`src/rtl/sig_dump_ctrl.sv`:
```
// Signature-dump controller: snoops begin/end/flag stores, then streams the
// signature word range out of ROM over a valid/ready port, with an idle watchdog.
module sig_dump_ctrl #(
    parameter logic [31:0] BEGIN_ADDR  = 32'h0000_0008,
    parameter logic [31:0] END_ADDR    = 32'h0000_000C,
    parameter logic [31:0] FLAG_ADDR   = 32'h0000_0010,
    parameter int unsigned TIMEOUT_CYC = 25000
) (
    input  logic        clk,
    input  logic        rst,
    input  logic        we_i,
    input  logic [31:0] waddr_i,
    input  logic [31:0] wdata_i,
    output logic        mem_req_o,
    output logic [31:0] mem_addr_o,
    input  logic [31:0] mem_rdata_i,
    output logic        sig_valid_o,
    output logic [31:0] sig_data_o,
    input  logic        sig_ready_i,
    output logic        done_o,
    output logic        timeout_o,
    output logic        busy_o,
    output logic [15:0] word_cnt_o
);

    localparam int unsigned AW   = 32;
    localparam int unsigned CW   = 16;
    localparam int unsigned WD_W = $clog2(TIMEOUT_CYC + 1);

    typedef enum logic [2:0] {
        S_IDLE,
        S_READ,
        S_WAIT,
        S_OUT,
        S_DONE,
        S_TMO
    } state_t;

    state_t          state_q, state_d;
    logic [AW-1:0]   beg_q, beg_d;
    logic [AW-1:0]   end_q, end_d;
    logic [AW-1:0]   ptr_q, ptr_d;
    logic [AW-1:0]   data_q, data_d;
    logic [WD_W-1:0] wd_q, wd_d;
    logic [CW-1:0]   cnt_q, cnt_d;

    logic            mem_req_q, sig_valid_q, done_q, timeout_q, busy_q;
    logic [AW-1:0]   mem_addr_q, sig_data_q;

    logic            flag_go;
    logic [AW-1:0]   ptr_next;

    assign flag_go  = we_i && (waddr_i == FLAG_ADDR) && (wdata_i == 32'd1);
    assign ptr_next = ptr_q + 32'd4;

    // Next-state and datapath update
    always_comb begin
        state_d = state_q;
        beg_d   = beg_q;
        end_d   = end_q;
        ptr_d   = ptr_q;
        data_d  = data_q;
        wd_d    = wd_q;
        cnt_d   = cnt_q;
        case (state_q)
            S_IDLE: begin
                if (we_i && (waddr_i == BEGIN_ADDR)) beg_d = {wdata_i[31:2], 2'b00};
                if (we_i && (waddr_i == END_ADDR))   end_d = {wdata_i[31:2], 2'b00};
                if (wd_q != WD_W'(TIMEOUT_CYC)) wd_d = wd_q + WD_W'(1);
                // A flag write on the expiry cycle takes priority over the timeout
                if (flag_go) begin
                    if (beg_q < end_q) begin
                        state_d = S_READ;
                        ptr_d   = beg_q;
                    end else begin
                        state_d = S_DONE;
                    end
                end else if (wd_d == WD_W'(TIMEOUT_CYC)) begin
                    state_d = S_TMO;
                end
            end
            S_READ: state_d = S_WAIT;
            S_WAIT: begin
                data_d  = mem_rdata_i;
                state_d = S_OUT;
            end
            S_OUT: begin
                if (sig_ready_i) begin
                    cnt_d   = cnt_q + CW'(1);
                    ptr_d   = ptr_next;
                    state_d = (ptr_next >= end_q) ? S_DONE : S_READ;
                end
            end
            S_DONE:  state_d = S_DONE;
            S_TMO:   state_d = S_TMO;
            default: state_d = S_IDLE;
        endcase
    end

    // State and registered outputs, decoded from the next state
    always_ff @(posedge clk) begin
        if (rst) begin
            state_q     <= S_IDLE;
            beg_q       <= '0;
            end_q       <= '0;
            ptr_q       <= '0;
            data_q      <= '0;
            wd_q        <= '0;
            cnt_q       <= '0;
            mem_req_q   <= 1'b0;
            mem_addr_q  <= '0;
            sig_valid_q <= 1'b0;
            sig_data_q  <= '0;
            done_q      <= 1'b0;
            timeout_q   <= 1'b0;
            busy_q      <= 1'b0;
        end else begin
            state_q     <= state_d;
            beg_q       <= beg_d;
            end_q       <= end_d;
            ptr_q       <= ptr_d;
            data_q      <= data_d;
            wd_q        <= wd_d;
            cnt_q       <= cnt_d;
            mem_req_q   <= (state_d == S_READ);
            mem_addr_q  <= (state_d == S_READ) ? ptr_d : '0;
            sig_valid_q <= (state_d == S_OUT);
            sig_data_q  <= (state_d == S_OUT) ? data_d : '0;
            done_q      <= (state_d == S_DONE);
            timeout_q   <= (state_d == S_TMO);
            busy_q      <= (state_d == S_READ) || (state_d == S_WAIT) || (state_d == S_OUT);
        end
    end

    assign mem_req_o   = mem_req_q;
    assign mem_addr_o  = mem_addr_q;
    assign sig_valid_o = sig_valid_q;
    assign sig_data_o  = sig_data_q;
    assign done_o      = done_q;
    assign timeout_o   = timeout_q;
    assign busy_o      = busy_q;
    assign word_cnt_o  = cnt_q;

endmodule

```
`config.mk`:
```
export PLATFORM = sky130hd
export DESIGN_NAME = sig_dump_ctrl
export DESIGN_NICKNAME = d
export VERILOG_FILES = /design/src/rtl/sig_dump_ctrl.sv
export SDC_FILE = /design/constraint.sdc
export NUM_CORES = 1
export LEC_CHECK = 0
export ABC_AREA = 1
export CAP_MARGIN = 40
export CORE_UTILIZATION = 55
export CTS_CLUSTER_SIZE = 24
export DETAILED_ROUTE_END_ITERATION = 10
export GPL_ROUTABILITY_DRIVEN = 0
export PLACE_DENSITY = 0.87
export RECOVER_POWER = 50
export SLEW_MARGIN = 20
export SYNTH_ARGS = -nofsm -noshare
export SYNTH_HDL_FRONTEND = slang
export SYNTH_SLANG_ARGS = --single-unit
```
`constraint.sdc`:
```
create_clock -name clk -period 4.8 [get_ports clk]
set_input_delay 0.96 -clock clk [delete_from_list [all_inputs] [get_ports clk]]
set_output_delay 0.96 -clock clk [all_outputs]
set_load 0.1 [all_outputs]
```
==> metrics list <==
- The flow ran to the end, but the final reports show violations.
* Violations in the final reports: max-capacitance violations, max-slew violations
- Net Switching: 1330 uW
* Worst Tran Pin Value: 3.13 ns
* TritonCTS clock tree: built
* Overall die width: 149 um
- Number of pins with negative max-slew slack in the final report: 108
- Number of instances in the synthesized netlist: 1665
- First-iteration detailed-routing DRC count: ~1500
* Data arrival time of the critical path: 4.46 ns
- Quantity of gates resized following cts: 0
- The region available for standard cell placement spans 21100 sq um.
- Met2 wirelength from detailed routing: 18.7 mm
- Derived from the worst setup path, the maximum achievable clock frequency is 244 MHz.
- The floorplan step defined a die boundary enclosing around 22000 sq um.
- Switching part of the total power: between 20% and 30%
- FF+latch count, synth: ~230
- Along the worst hold path, the cell count comes to 2.
* Number of iterations in the first detailed-routing pass: 6
- Setup_tns: 0 ns
* H-Tree Level Count: 1
- Final clock period utilization by the worst path: 85.3%
* WL/cell: 18.3 um
- TritonCTS created 24 clock buffers.
* Post-CTS Hold Buffers: 0
- DRC viols: 0
- The first global-routing pass estimated 63.7 mm of wire.
* Clock latency on the worst-skew pair: 0.54 ns
- Type of the setup path with the least slack: in -> reg
* Clock network fraction of design power: 42.0%
- Synthesized area divided by synthesized cell count: just over 7 sq um
- Overflow left after global routing: 0
* Buffers from clock root to sink, at most: 3
* # Max-Cap Violations: 2
- Fraction of final layout cells with drive strength greater than 1: just over 6%
- Min Clock Period, post-route: about 4.1 ns
- Initial Utilization: 56.3%
* Maximum net fanout on the critical path: between 60 and 70
* Family of cells with the greatest summed delay on the critical path: buffers and inverters
- CP peak stage delay: 2.19 ns
- The critical path goes through buf_2 > clkbuf_1 > nor2_1 > nand2_2 > nor2_1.
* Final Hold Vio Count: 0
* Critical path capture point type: flip-flop
- Of the total power, combinational logic draws 14.5%.
* Worst hold slack: 0.489 ns
- WL final: 40.4 mm
- Measured against its own limit, the worst slew margin works out to -109%.
- After synthesis, flip-flops and latches occupy 38.3% of the total area.
* Crit-path slowest cell: clkbuf_1
- After detailed routing, the number of vias per cell comes to 5.81.
- Cell internal pwr: 3350 uW
- Number of cells on the worst reg-to-reg path: 18
- Reg2reg end: sig_data_o[0]
* Clk pin slew, worst setup/hold paths: 0.06 ns
* Number of global-route vias before repair: 12600
- Top layer in use: met4
- Counting both buffers and inverters, the worst setup path holds a total of 2.
- Worst reg2reg path startpoint: ptr_q[2]
- Area added between synthesis and finish: 29.1%
- The detailed router put a total of 14.6 mm of wire on met1.
* Post-synthesis instance area: 11900 sq um
* Vias after detailed routing: 12800
- Final standard cell utilization of the core: 72.7%
- Sequential cell fraction of total power: around 43%
- For hold timing, the worst endpoint is ptr_q[1].
- The count of nets left with antenna violations once routing finished came out at 0.
- The min-delay analysis places its worst path in the category reg -> reg.
* Site row count: 53
* Global routing usage summed across all routing layers: a little over a third
- Clock root buffer: clkbuf_16
* Final setup skew: ~0.018 ns
* Highest ir drop seen on vdd: 0.429 mV
- Total nets after synthesis: 1828
- Power consumption: between 4000 and 5000 uW
* Yosys warning count: 0
- The die is 149 um tall.
- At the worst endpoint, the required time is between 5 and 6 ns.
- Power per cell area: around 300 nW/um^2
* RSZ-0062 raised after global routing: no
* Final setup violation count: 0
- Final layout net count: 2073
- In this design, the critical path's most frequently occurring cell is nor2_1.
- Number of sinks driven by the clock tree: about 230
- Entering global routing, the biggest net connects 65 pins.
- Leakage power total: 0.00662 uW
* Post-CTS repair timing setup buffer count: 0
- Detailed placement ended at an HPWL of 27.7 mm.
- The number of antenna violations at the first check in global routing is 1.
* Met3 WL: 4.35 mm
- Hold Path Origin: ptr_q[1]
- Flop2flop setup slack: 0.83 ns
- Buffers on Ports: 184
- Count of different cell masters after synthesis: 42
- Startpoint type of the worst setup path: primary input
- 185 I/O pins were placed.
## Yosys cell counts
master	n	share of area, %
clkinv_1	3	0.095
o211ai_1	5	0.32
ha_1	63	6.6
or2_1	1	0.053
buf_2	10	0.42
nand2_2	6	0.32
buf_1	4	0.13
clkbuf_1	39	1.2
a22oi_1	8	0.51
nand3_1	76	3.2
inv_2	4	0.13
nor2_4	5	0.47
nor3_1	27	1.1
mux2i_1	32	2.7
o22ai_1	1	0.053
nand3b_1	11	0.70
nand3_2	2	0.17
nor2_2	4	0.21
nand3_4	1	0.15
o21ai_1	1	0.042
a21boi_0	1	0.063
o31ai_1	1	0.063
a21o_1	2	0.13
xor2_1	27	2.0
nor3b_1	2	0.13
o21a_1	6	0.38
dfxtp_1	227	38
a211oi_1	2	0.13
nand2_4	2	0.19
buf_4	6	0.38
nor3b_2	2	0.21
a31oi_1	3	0.16
nand2_1	278	8.8
nor2b_1	3	0.16
nand4_1	24	1.3
a21oi_1	137	5.8
nor3_2	28	2.4
nor2_1	258	8.2
nor4_1	6	0.32
buf_6	3	0.28
o21ai_0	122	5.1
inv_1	222	7.0
## placed cells by master (no fill, tap or decap), types with 5 or more instances in the layout
cell	Yosys	final
dfxtp_1	227	227
clkbuf_1	39	74
o21ai_0	122	122
clkbuf_16	0	24
dlygate4sd3_1	0	16
nor4_1	6	6
o211ai_1	5	5
a22oi_1	8	8
o21a_1	6	6
clkinv_2	0	5
a21oi_1	137	137
xor2_1	27	27
buf_16	0	14
nand2_2	6	6
nor3_2	28	29
nor2_1	258	261
buf_4	6	9
nand2_1	278	278
nand3b_1	11	11
mux2i_1	32	32
clkbuf_8	0	5
clkdlybuf4s50_1	0	167
nand4_1	24	24
nand3_1	76	76
ha_1	63	63
inv_1	222	222
nor3_1	27	26
## power by group through the flow
stage,combinational (uW),sequential (uW),clock [uW]
floorplan,425,2080,0
global placement,616,2060,0
detailed placement,662,2070,0
CTS,678,2030,1960
global route,740,2040,2040
finish,678,2030,1960
## per-layer routing
layer	GRT usage [%]	up-vias
met5	0	-
met4	21.9	0
met3	8.32	229
met2	60.3	895
met1	42.6	5809
li1	-	5877
## tightest hold or removal path, cell delays in order (launching register included)
cell,delay [ns]
dfxtp_1,0.31
nand2_1,0.09
nor2_1,0.04
## final cells by class
| class | count | area, sq um |
|---|---|---|
| timing repair buffer | 281 | 2570 |
| antenna | 1 | 2.50 |
| fill | 1468 | 5760 |
| tap | 275 | 344 |
| sequential | 227 | 4540 |
| clock buffer | 30 | 673 |
| multi-input combinational | 1147 | 6170 |
| inverter | 229 | 860 |
| clock inverter | 13 | 161 |
## through the flow
| step | instance area, sq um | worst slack, ns | std cells |
|---|---|---|---|
| floorplan | 11900 | 1.85 | 1665 |
| global placement | 13900 | 1.10 | 2074 |
| detailed placement | 15300 | 0.996 | 2159 |
| CTS | 16200 | 0.964 | 2202 |
| global route | 15300 | 0.521 | 2203 |
| finish | 15300 | 0.704 | 2203 |
## sequential cells by signal (all words and copies together), names as in the netlist
signal and cells:
data_q 32, beg_q 30, sig_valid_o 1, timeout_o 1
wd_q 15, done_o 1, word_cnt_o 16, busy_o 1
mem_addr_o 32, sig_data_o 32, end_q 30, mem_req_o 1
state_q 3, ptr_q 32
## worst max path at each step
stage                 from              to  cells after the start
4_1_cts           ptr_q[2]  mem_addr_o[27]                     19
3_3_place_gp    waddr_i[9]  mem_addr_o[23]                     12
5_1_grt        sig_ready_i  word_cnt_o[15]                     13
6_report               rst   sig_data_o[0]                      5
2_1_floorplan     ptr_q[2]  sig_data_o[10]                     21
3_5_place_dp      ptr_q[2]   sig_data_o[5]                     20
## cells by family (layout without fill, tap and decap cells)
logic type / Yosys count / after routing / share of synthesized area [%]
fa+ha+maj: 63 / 63 / 6.64
xor+xnor: 27 / 27 / 1.99
other cells: 0 / 1 / 0
buf+inv: 291 / 553 / 9.68
compound gates: 289 / 289 / 12.7
simple gates: 736 / 736 / 28.0
flops: 227 / 227 / 38.3
mux: 32 / 32 / 2.70
Power figures use the tool's default switching activity.
